===== src/rtl/mux_arbiter_if.sv =====
// mux_arbiter_if -- bundle for the two-requester shared 16-bit path.
//   Requester side : req_a/req_b, last_a/last_b, a/b data words
//   Consumer side  : r_ready in; r, r_valid out
//   Arbiter status : gnt_a/gnt_b (one-hot or zero), s (mux select, 0=A 1=B)
// slave modport is used by the arbiter, master by whoever drives it.
interface mux_arbiter_if;
    logic        req_a;
    logic        req_b;
    logic        last_a;
    logic        last_b;
    logic [15:0] a;
    logic [15:0] b;
    logic        r_ready;
    logic        gnt_a;
    logic        gnt_b;
    logic        s;
    logic [15:0] r;
    logic        r_valid;

    modport slave (
        input  req_a, req_b, last_a, last_b, a, b, r_ready,
        output gnt_a, gnt_b, s, r, r_valid
    );

    modport master (
        output req_a, req_b, last_a, last_b, a, b, r_ready,
        input  gnt_a, gnt_b, s, r, r_valid
    );
endinterface


===== src/rtl/mux_arbiter.sv =====
// mux_arbiter -- grants one of two requesters a shared 16-bit 2:1 mux and
// registers the selected word into a one-entry output slot (r/r_valid).
//   clk   : rising-edge clock
//   rst_n : asynchronous active-low reset
//   bus   : mux_arbiter_if.slave (requests, data, grants, select, result)
// Bursts end on an accepted beat with LAST, on the requester dropping REQ,
// or after 16 accepted beats. IDLE always separates two bursts.
// Optional build macro MUX_ARBITER_ROUND_ROBIN_EN: ties go to the requester
// that was not served last; otherwise ties always go to A.
module mux_arbiter (
    input  logic          clk,
    input  logic          rst_n,
    mux_arbiter_if.slave  bus
);
    typedef enum logic [1:0] {IDLE, GRANT_A, GRANT_B} state_t;

    state_t      state_q, state_d;
    logic [3:0]  cnt_q;
    logic        ptr_b_q;     // 1: B was served last
    logic        s_q;         // select value held through IDLE
    logic [15:0] r_q;
    logic        rv_q;

    logic        gnt_req, gnt_last, slot_free, accept, end_burst, tie_to_a;
    logic [15:0] sel_word;

`ifdef MUX_ARBITER_ROUND_ROBIN_EN
    assign tie_to_a = ptr_b_q;
`else
    // Fixed priority: the pointer is still tracked but plays no role.
    logic ptr_unused;
    assign ptr_unused = ptr_b_q;
    assign tie_to_a   = 1'b1;
`endif

    // Grant and select are pure decodes of the state; select only remembers
    // its previous value while idle.
    assign bus.gnt_a   = (state_q == GRANT_A);
    assign bus.gnt_b   = (state_q == GRANT_B);
    assign bus.s       = (state_q == GRANT_B) | ((state_q == IDLE) & s_q);
    assign bus.r       = r_q;
    assign bus.r_valid = rv_q;

    assign sel_word = bus.s ? bus.b : bus.a;

    always_comb begin
        gnt_req   = 1'b0;
        gnt_last  = 1'b0;
        state_d   = state_q;
        slot_free = !rv_q || bus.r_ready;
        case (state_q)
            GRANT_A: begin gnt_req = bus.req_a; gnt_last = bus.last_a; end
            GRANT_B: begin gnt_req = bus.req_b; gnt_last = bus.last_b; end
            default: ;
        endcase
        accept = gnt_req && slot_free;

        case (state_q)
            IDLE: begin
                if (bus.req_a && (!bus.req_b || tie_to_a)) state_d = GRANT_A;
                else if (bus.req_b)                        state_d = GRANT_B;
            end
            GRANT_A, GRANT_B: begin
                // Abort, LAST, or 16th beat (counter about to wrap) releases.
                if (!gnt_req || (accept && (gnt_last || cnt_q == 4'hF)))
                    state_d = IDLE;
            end
            default: state_d = IDLE;
        endcase

        end_burst = (state_q != IDLE) && (state_d == IDLE);
    end

    always_ff @(posedge clk or negedge rst_n) begin
        if (!rst_n) begin
            state_q <= IDLE;
            cnt_q   <= 4'h0;
            ptr_b_q <= 1'b1;          // A wins the first tie
            s_q     <= 1'b0;
            r_q     <= 16'h0000;
            rv_q    <= 1'b0;
        end else begin
            state_q <= state_d;
            s_q     <= bus.s;

            if (accept) begin
                r_q  <= sel_word;
                rv_q <= 1'b1;
            end else if (bus.r_ready) begin
                rv_q <= 1'b0;
            end

            if (end_burst)   cnt_q <= 4'h0;
            else if (accept) cnt_q <= cnt_q + 4'h1;

            if (end_burst) ptr_b_q <= (state_q == GRANT_B);
        end
    end
endmodule

===== src/flat_wrapper.sv =====
// flat-port wrapper written by rule: the top's interface ports become plain ports
module mux_arbiter_flat 
  (clk, rst_n, bus_req_a, bus_req_b, bus_last_a, bus_last_b, bus_a, bus_b, bus_r_ready, bus_gnt_a, bus_gnt_b, bus_s, bus_r, bus_r_valid);
  mux_arbiter_if bus_i ();
  input  logic clk;
  input  logic rst_n;
  input wire logic [$bits(bus_i.req_a)-1:0] bus_req_a;
  input wire logic [$bits(bus_i.req_b)-1:0] bus_req_b;
  input wire logic [$bits(bus_i.last_a)-1:0] bus_last_a;
  input wire logic [$bits(bus_i.last_b)-1:0] bus_last_b;
  input wire logic [$bits(bus_i.a)-1:0] bus_a;
  input wire logic [$bits(bus_i.b)-1:0] bus_b;
  input wire logic [$bits(bus_i.r_ready)-1:0] bus_r_ready;
  output wire logic [$bits(bus_i.gnt_a)-1:0] bus_gnt_a;
  output wire logic [$bits(bus_i.gnt_b)-1:0] bus_gnt_b;
  output wire logic [$bits(bus_i.s)-1:0] bus_s;
  output wire logic [$bits(bus_i.r)-1:0] bus_r;
  output wire logic [$bits(bus_i.r_valid)-1:0] bus_r_valid;
  assign bus_i.req_a = bus_req_a;
  assign bus_i.req_b = bus_req_b;
  assign bus_i.last_a = bus_last_a;
  assign bus_i.last_b = bus_last_b;
  assign bus_i.a = bus_a;
  assign bus_i.b = bus_b;
  assign bus_i.r_ready = bus_r_ready;
  assign bus_gnt_a = bus_i.gnt_a;
  assign bus_gnt_b = bus_i.gnt_b;
  assign bus_s = bus_i.s;
  assign bus_r = bus_i.r;
  assign bus_r_valid = bus_i.r_valid;
  mux_arbiter u_core (.clk(clk), .rst_n(rst_n), .bus(bus_i));
endmodule

===== config.mk =====
export PLATFORM = sky130hd
export DESIGN_NAME = mux_arbiter_flat
export DESIGN_NICKNAME = d
export VERILOG_FILES = /design/src/rtl/mux_arbiter_if.sv /design/src/rtl/mux_arbiter.sv /design/src/flat_wrapper.sv
export SDC_FILE = /design/constraint.sdc
export NUM_CORES = 1
export LEC_CHECK = 0
export ABC_AREA = 1
export BUFFER_PORTS_ARGS = -buffer_cell sky130_fd_sc_hd__buf_2
export CORE_ASPECT_RATIO = 1.1
export CORE_MARGIN = 2
export CORE_UTILIZATION = 46
export DETAILED_ROUTE_END_ITERATION = 6
export MAX_ROUTING_LAYER = met4
export PLACE_DENSITY = 0.88
export SLEW_MARGIN = 20
export SYNTH_ARGS = -nofsm -noshare
export SYNTH_HDL_FRONTEND = slang
export SYNTH_SLANG_ARGS = --single-unit

===== constraint.sdc =====
create_clock -name clk -period 2.04 [get_ports clk]
set_clock_uncertainty 0.1 [all_clocks]
set_input_delay 0.306 -clock clk [delete_from_list [all_inputs] [get_ports clk]]
set_output_delay 0.306 -clock clk [all_outputs]
set_load 0.005 [all_outputs]

-- Word-level counts from Yosys, hierarchy flattened
Index checks and enable logic that the tools add are counted.
- output and inout bits: 20
- register bits: 24
- logic and storage cells: 36
- input bits: 39
- reductions and logical operators: 14
- $add $sub $neg: 1
- muxes and demuxes: 11
- eq/ne operators: 3
- bitwise logic cells: 2
- operators with widths (cell ; count):
    2-to-1 mux 16 bit ; 1
    2-to-1 mux 4 bit ; 2
    2-to-1 mux 2 bit ; 3
    nonzero test 2 bit ; 3
    adder 4 x 1 -> 4 bit (second input constant) ; 1
    == test 4 bit (second input constant) ; 1
    zero test 2 bit ; 2
    one-hot mux 1 bit (2 select lines) ; 2
    one-hot mux 2 bit (2 select lines) ; 1
    logical AND 1 bit ; 3
    logical OR 1 bit ; 3
    == test 2 x 1 -> 1 bit (second input constant) ; 1
    == test 2 bit (second input constant) ; 1
    zero test 1 bit ; 2
    2-to-1 mux 1 bit ; 2
    OR reduction 2 bit ; 1
    AND 1 bit ; 1
    OR 1 bit ; 1

-- Longest topological paths before layout
- word-level depth: 10
- gate-level depth with buffers: 11
- depth with buffers taken out: 11

-- Worst setup path after synthesis
OpenSTA, ideal clock, no wires.
- kind: flip-flop to flip-flop
- from: register u_core.state_q[0]
- to: register u_core.r_q[0] (netlist: u_core.bus.r[0])
- cell stages (with the launch flop): 7
- arrival time: 1.433 ns
- setup slack: 0.415 ns
- setup time: 0.092 ns
- period minus slack after synthesis: 1.625 ns
- path buffers: 1
- data required time: 1.848 ns
- path through: dfrtp_1 inv_1 ha_1 inv_2 clkbuf_1 a21oi_1 o31ai_2
- elaborated cells between the ends (all ways): 8
- classes of those cells: eq/ne: 2; mux: 2; bitwise: 2; reduce/logical: 2
- RTL lines (element ; RTL line ; source):
    start, declared ; mux_arbiter.sv:17 ; state_t state_q, state_d;
    start signal, assigned ; mux_arbiter.sv:83 ; state_q <= state_d;
    == test 2 bit * ; -- ;
    named net bus_gnt_b ; flat_wrapper.sv:15 ; output wire logic [$bits(bus_i.gnt_b)-1:0] bus_gnt_b;
    one-hot mux 1 bit (2 select lines) or OR 1 bit (tied branches) ; mux_arbiter.sv:51, mux_arbiter.sv:40 ;
    logical AND 1 bit or 2-to-1 mux 16 bit (tied branches) ; mux_arbiter.sv:56, mux_arbiter.sv:44 ;
    end signal, assigned ; mux_arbiter.sv:87 ; r_q <= sel_word;
    end, declared ; mux_arbiter.sv:21 ; logic [15:0] r_q;
Mark *: on every way through the listed nets, which the timed path passes. The rest lies on a longest branch.
A chain may end at the register's enable or synchronous reset.

-- Worst setup path in the final report
- from: register u_core.state_q[0]
- to: output port bus_s
- longest elaborated chain between the ends: 3
- elaborated cells between the ends (all ways): 4
- classes of those cells: eq/ne: 1; bitwise: 2; reduce/logical: 1
- ends and longest elaborated chain (element ; RTL line ; source):
    zero test 2 bit ; mux_arbiter.sv:40 ; assign bus.s = (state_q == GRANT_B) | ((state_q == IDLE) & s_q);
    AND 1 bit ; mux_arbiter.sv:40 ;
    OR 1 bit * ; mux_arbiter.sv:40 ;
    end, declared ; flat_wrapper.sv:16 ; output wire logic [$bits(bus_i.s)-1:0] bus_s;
Every way passes the cells marked *; elsewhere a longest branch is shown, timed or not.

==> results_dict.tcl <==
set metrics [dict create \
    track_usage_pct 20.4 \
    cp-end-kind "output pin" \
    fill_cells 257 \
    place_area_sq_mm 0.00166 \
    yosys_warnings 0 \
    min_to "u_core.bus.r[2]$_DFFE_PN0P_" \
    worst_r2r_endpoint "u_core.bus.r[8]$_DFFE_PN0P_" \
    ios 59 \
    vias 1208 \
    hold_depth 3 \
    first_iter_violations 10 \
    synthesis.nets 189 \
    ys_types 23 \
    critPathMaxStageDelay_ns 0.43 \
    met2_usage_pct 34.9 \
    cp_cell_sequence "inv_1, ha_1, nand2_2, nand2_4, buf_2" \
    gp_congestion 0.775 \
    fp.dieH_microns 60.2 \
    remaining_drc_errors 0 \
    cp.depth 5 \
    critPathMaxFanout 18 \
    required_ns 1.63 \
    drv_slew 0 \
    yosysSeqAreaShare_pct 45.4 \
    coreArea_sq_mm 0.00275 \
    layout_min_cycle_time_ns 1.94 \
    cap_violations 0 \
    path_delay_family "flip-flops" \
    rr_worst_depth 7 \
    relSlewSlack_pct 65.0 \
    ctsRootBufferMaster "clkbuf_4" \
    drive_gt1_share_pct 41.7 \
    grt_pass1_vias 1153 \
    io_buffers 58 \
    fin_crit_sh_pct 95.2 \
    crit_arrival_ns 1.54 \
    cts_tree "done" \
    final_common_cell "buf_2" \
    syn_area_per_cell_sq_um 9.12 \
    via_per_inst 5.10 \
    rows 20 \
    setup-tns-final_ns 0 \
    min-delay-start "bus_a[2]" \
    floorplan.initialDensity_pct 48.0 \
    p_total_uw 2050 \
    setup_viol 0 \
    postLayoutCellArea_sq_mm 0.00169 \
    grt_antenna_before_repair 0 \
    grt_overflow 0 \
    min_path_type "input port to flop" \
    hpwl_microns 2130 \
    status "completed" \
    antenna_cells 0 \
    hold_viol 0 \
    cts_sinks 24 \
    path_buf_inv 2 \
    ff2ff_setup_slack_ns 0.24 \
    grt_max_degree 25 \
    met1_usage_pct 24.0 \
    fin_nets 250 \
    clk_pin_slew_worst_paths_ns 0.12 \
    power-per-cell-area_mw_per_mm2 1210 \
    rsz0062_at_grt "false" \
    routed_wl_microns 2890 \
    wl_per_cell_microns 12.2 \
    slowest_stage "dfrtp_1" \
    chipWidth_microns 55.1 \
    cp-start-kind "flop" \
    irDropWorstVdd_uv 697 \
    synth_cells 145 \
    worst_pin_slew_ns 0.525 \
    synth_seq_cells 24 \
    antenna_left 0 \
    area_growth_pct 28.0 \
    cts_buffers 3 \
    gr-usage-met3_pct 2.75 \
    synth_area_sq_mm 0.00132 \
    die_area_sq_mm 0.00332 \
    fmax_mhz 515 \
    clockBufferDepth 2 \
    power_leakage_uw 0.000901 \
    h-tree-depth 1 \
    crit_type "flop to output pin" \
    insertion_delay_ns 0.31 \
    top_usage_layer "met2" \
    layout_common_cells "buf_2, nand2_1, nor2_1, dfrtp_1, a21oi_1" \
    dr.pass1.iters 4 \
    r2r_start "u_core.state_q[0]$_DFF_PN0_" \
    grt_pass1_wl_microns 4730 \
]
## cell families after synthesis
group,share of synthesized area [%]
fa+ha+maj,4.73
compound gates,23.1
buf+inv,4.54
flops,45.4
xor+xnor,1.99
simple gates,20.2
## state kept, by name (all words and copies together) (netlist names)
| signal | cells |
|---|---|
| u_core.bus.r_valid | 1 |
| u_core.cnt_q | 4 |
| u_core.state_q | 2 |
| u_core.s_q | 1 |
| u_core.bus.r | 16 |
## area by class of cell
cell class              count  area (sq um)  area share (%)
well taps                  33          41.3            2.44
multi-input cells         108           667            39.4
inverters                   7          26.3            1.55
repair buffers             62           335            19.8
clock buffers               3          22.5            1.33
flip-flops and latches     24           601            35.5
## report_power, final
part | switching [uW] | internal [uW] | leakage (uW)
registers | 111 | 662 | 0.000309
clock network | 131 | 69.0 | 0.0000138
logic | 609 | 467 | 0.000578
## layer usage
layer | vias to the layer above | wire, microns
li1 | 604 | -
met1 | 556 | 1230
met2 | 42 | 1440
met3 | 6 | 184
met4 | 0 | 46
met5 | - | 0
## timing repair
| item | CTS | global route |
|---|---|---|
| setup endpoints to repair | 1 | 0 |
| gates resized for setup | 1 | 0 |
| hold buffers | 1 | 0 |
| buffers inserted | 0 | 0 |
| hold endpoints to repair | 24 | 0 |
## worst max-delay path by stage
stage / from / endpoint
after floorplan: u_core.state_q[0]$_DFF_PN0_ / u_core.bus.r[0]$_DFFE_PN0P_
after global placement: u_core.state_q[1]$_DFF_PN0_ / u_core.bus.r[8]$_DFFE_PN0P_
after detailed placement: u_core.state_q[0]$_DFF_PN0_ / u_core.bus.r[8]$_DFFE_PN0P_
after CTS: u_core.state_q[0]$_DFF_PN0_ / bus_s
after global routing: u_core.state_q[0]$_DFF_PN0_ / bus_s
final: u_core.state_q[0]$_DFF_PN0_ / bus_s
## Yosys cell counts
master	n	area share (%)
dfrtp_1	24	45
o21ai_0	1	0.38
nand2_1	31	8.8
ha_1	5	4.7
nand3_1	3	1.1
a21oi_2	1	0.66
inv_1	5	1.4
nor3_4	1	1.2
xnor2_1	1	0.66
xor2_1	2	1.3
inv_2	2	0.57
nand2_2	3	1.4
o31ai_1	4	2.3
buf_6	1	0.85
clkbuf_1	1	0.28
nand2_4	1	0.85
o21bai_1	1	0.57
buf_1	1	0.28
o31ai_2	12	11
nor2_1	24	6.8
a21boi_4	1	1.4
a21oi_1	17	6.4
buf_2	3	1.1
## worst reg2reg max path: cells and delay by family, from the launching register on
| kind | cells | cell delay, ns |
|---|---|---|
| AOI/OAI and AO/OA | 2 | 0.37 |
| adders and majority gates | 1 | 0.24 |
| and+or+nand+nor | 2 | 0.26 |
| buffers and inverters | 2 | 0.32 |
| DFF | 1 | 0.43 |
## stage by stage
step                setup slack (ns)  hold slack, ns  std cells  utilization (%)
floorplan                      0.415         -0.0896        145                -
global placement               0.305           0.216        233             60.1
detailed placement             0.229           0.211        233             60.1
CTS                           0.0961           0.177        237             61.5
global route                  0.0248           0.187        237             61.5
finish                        0.0973           0.185        237             61.5
No activity file was read; power rests on OpenSTA's default activity.
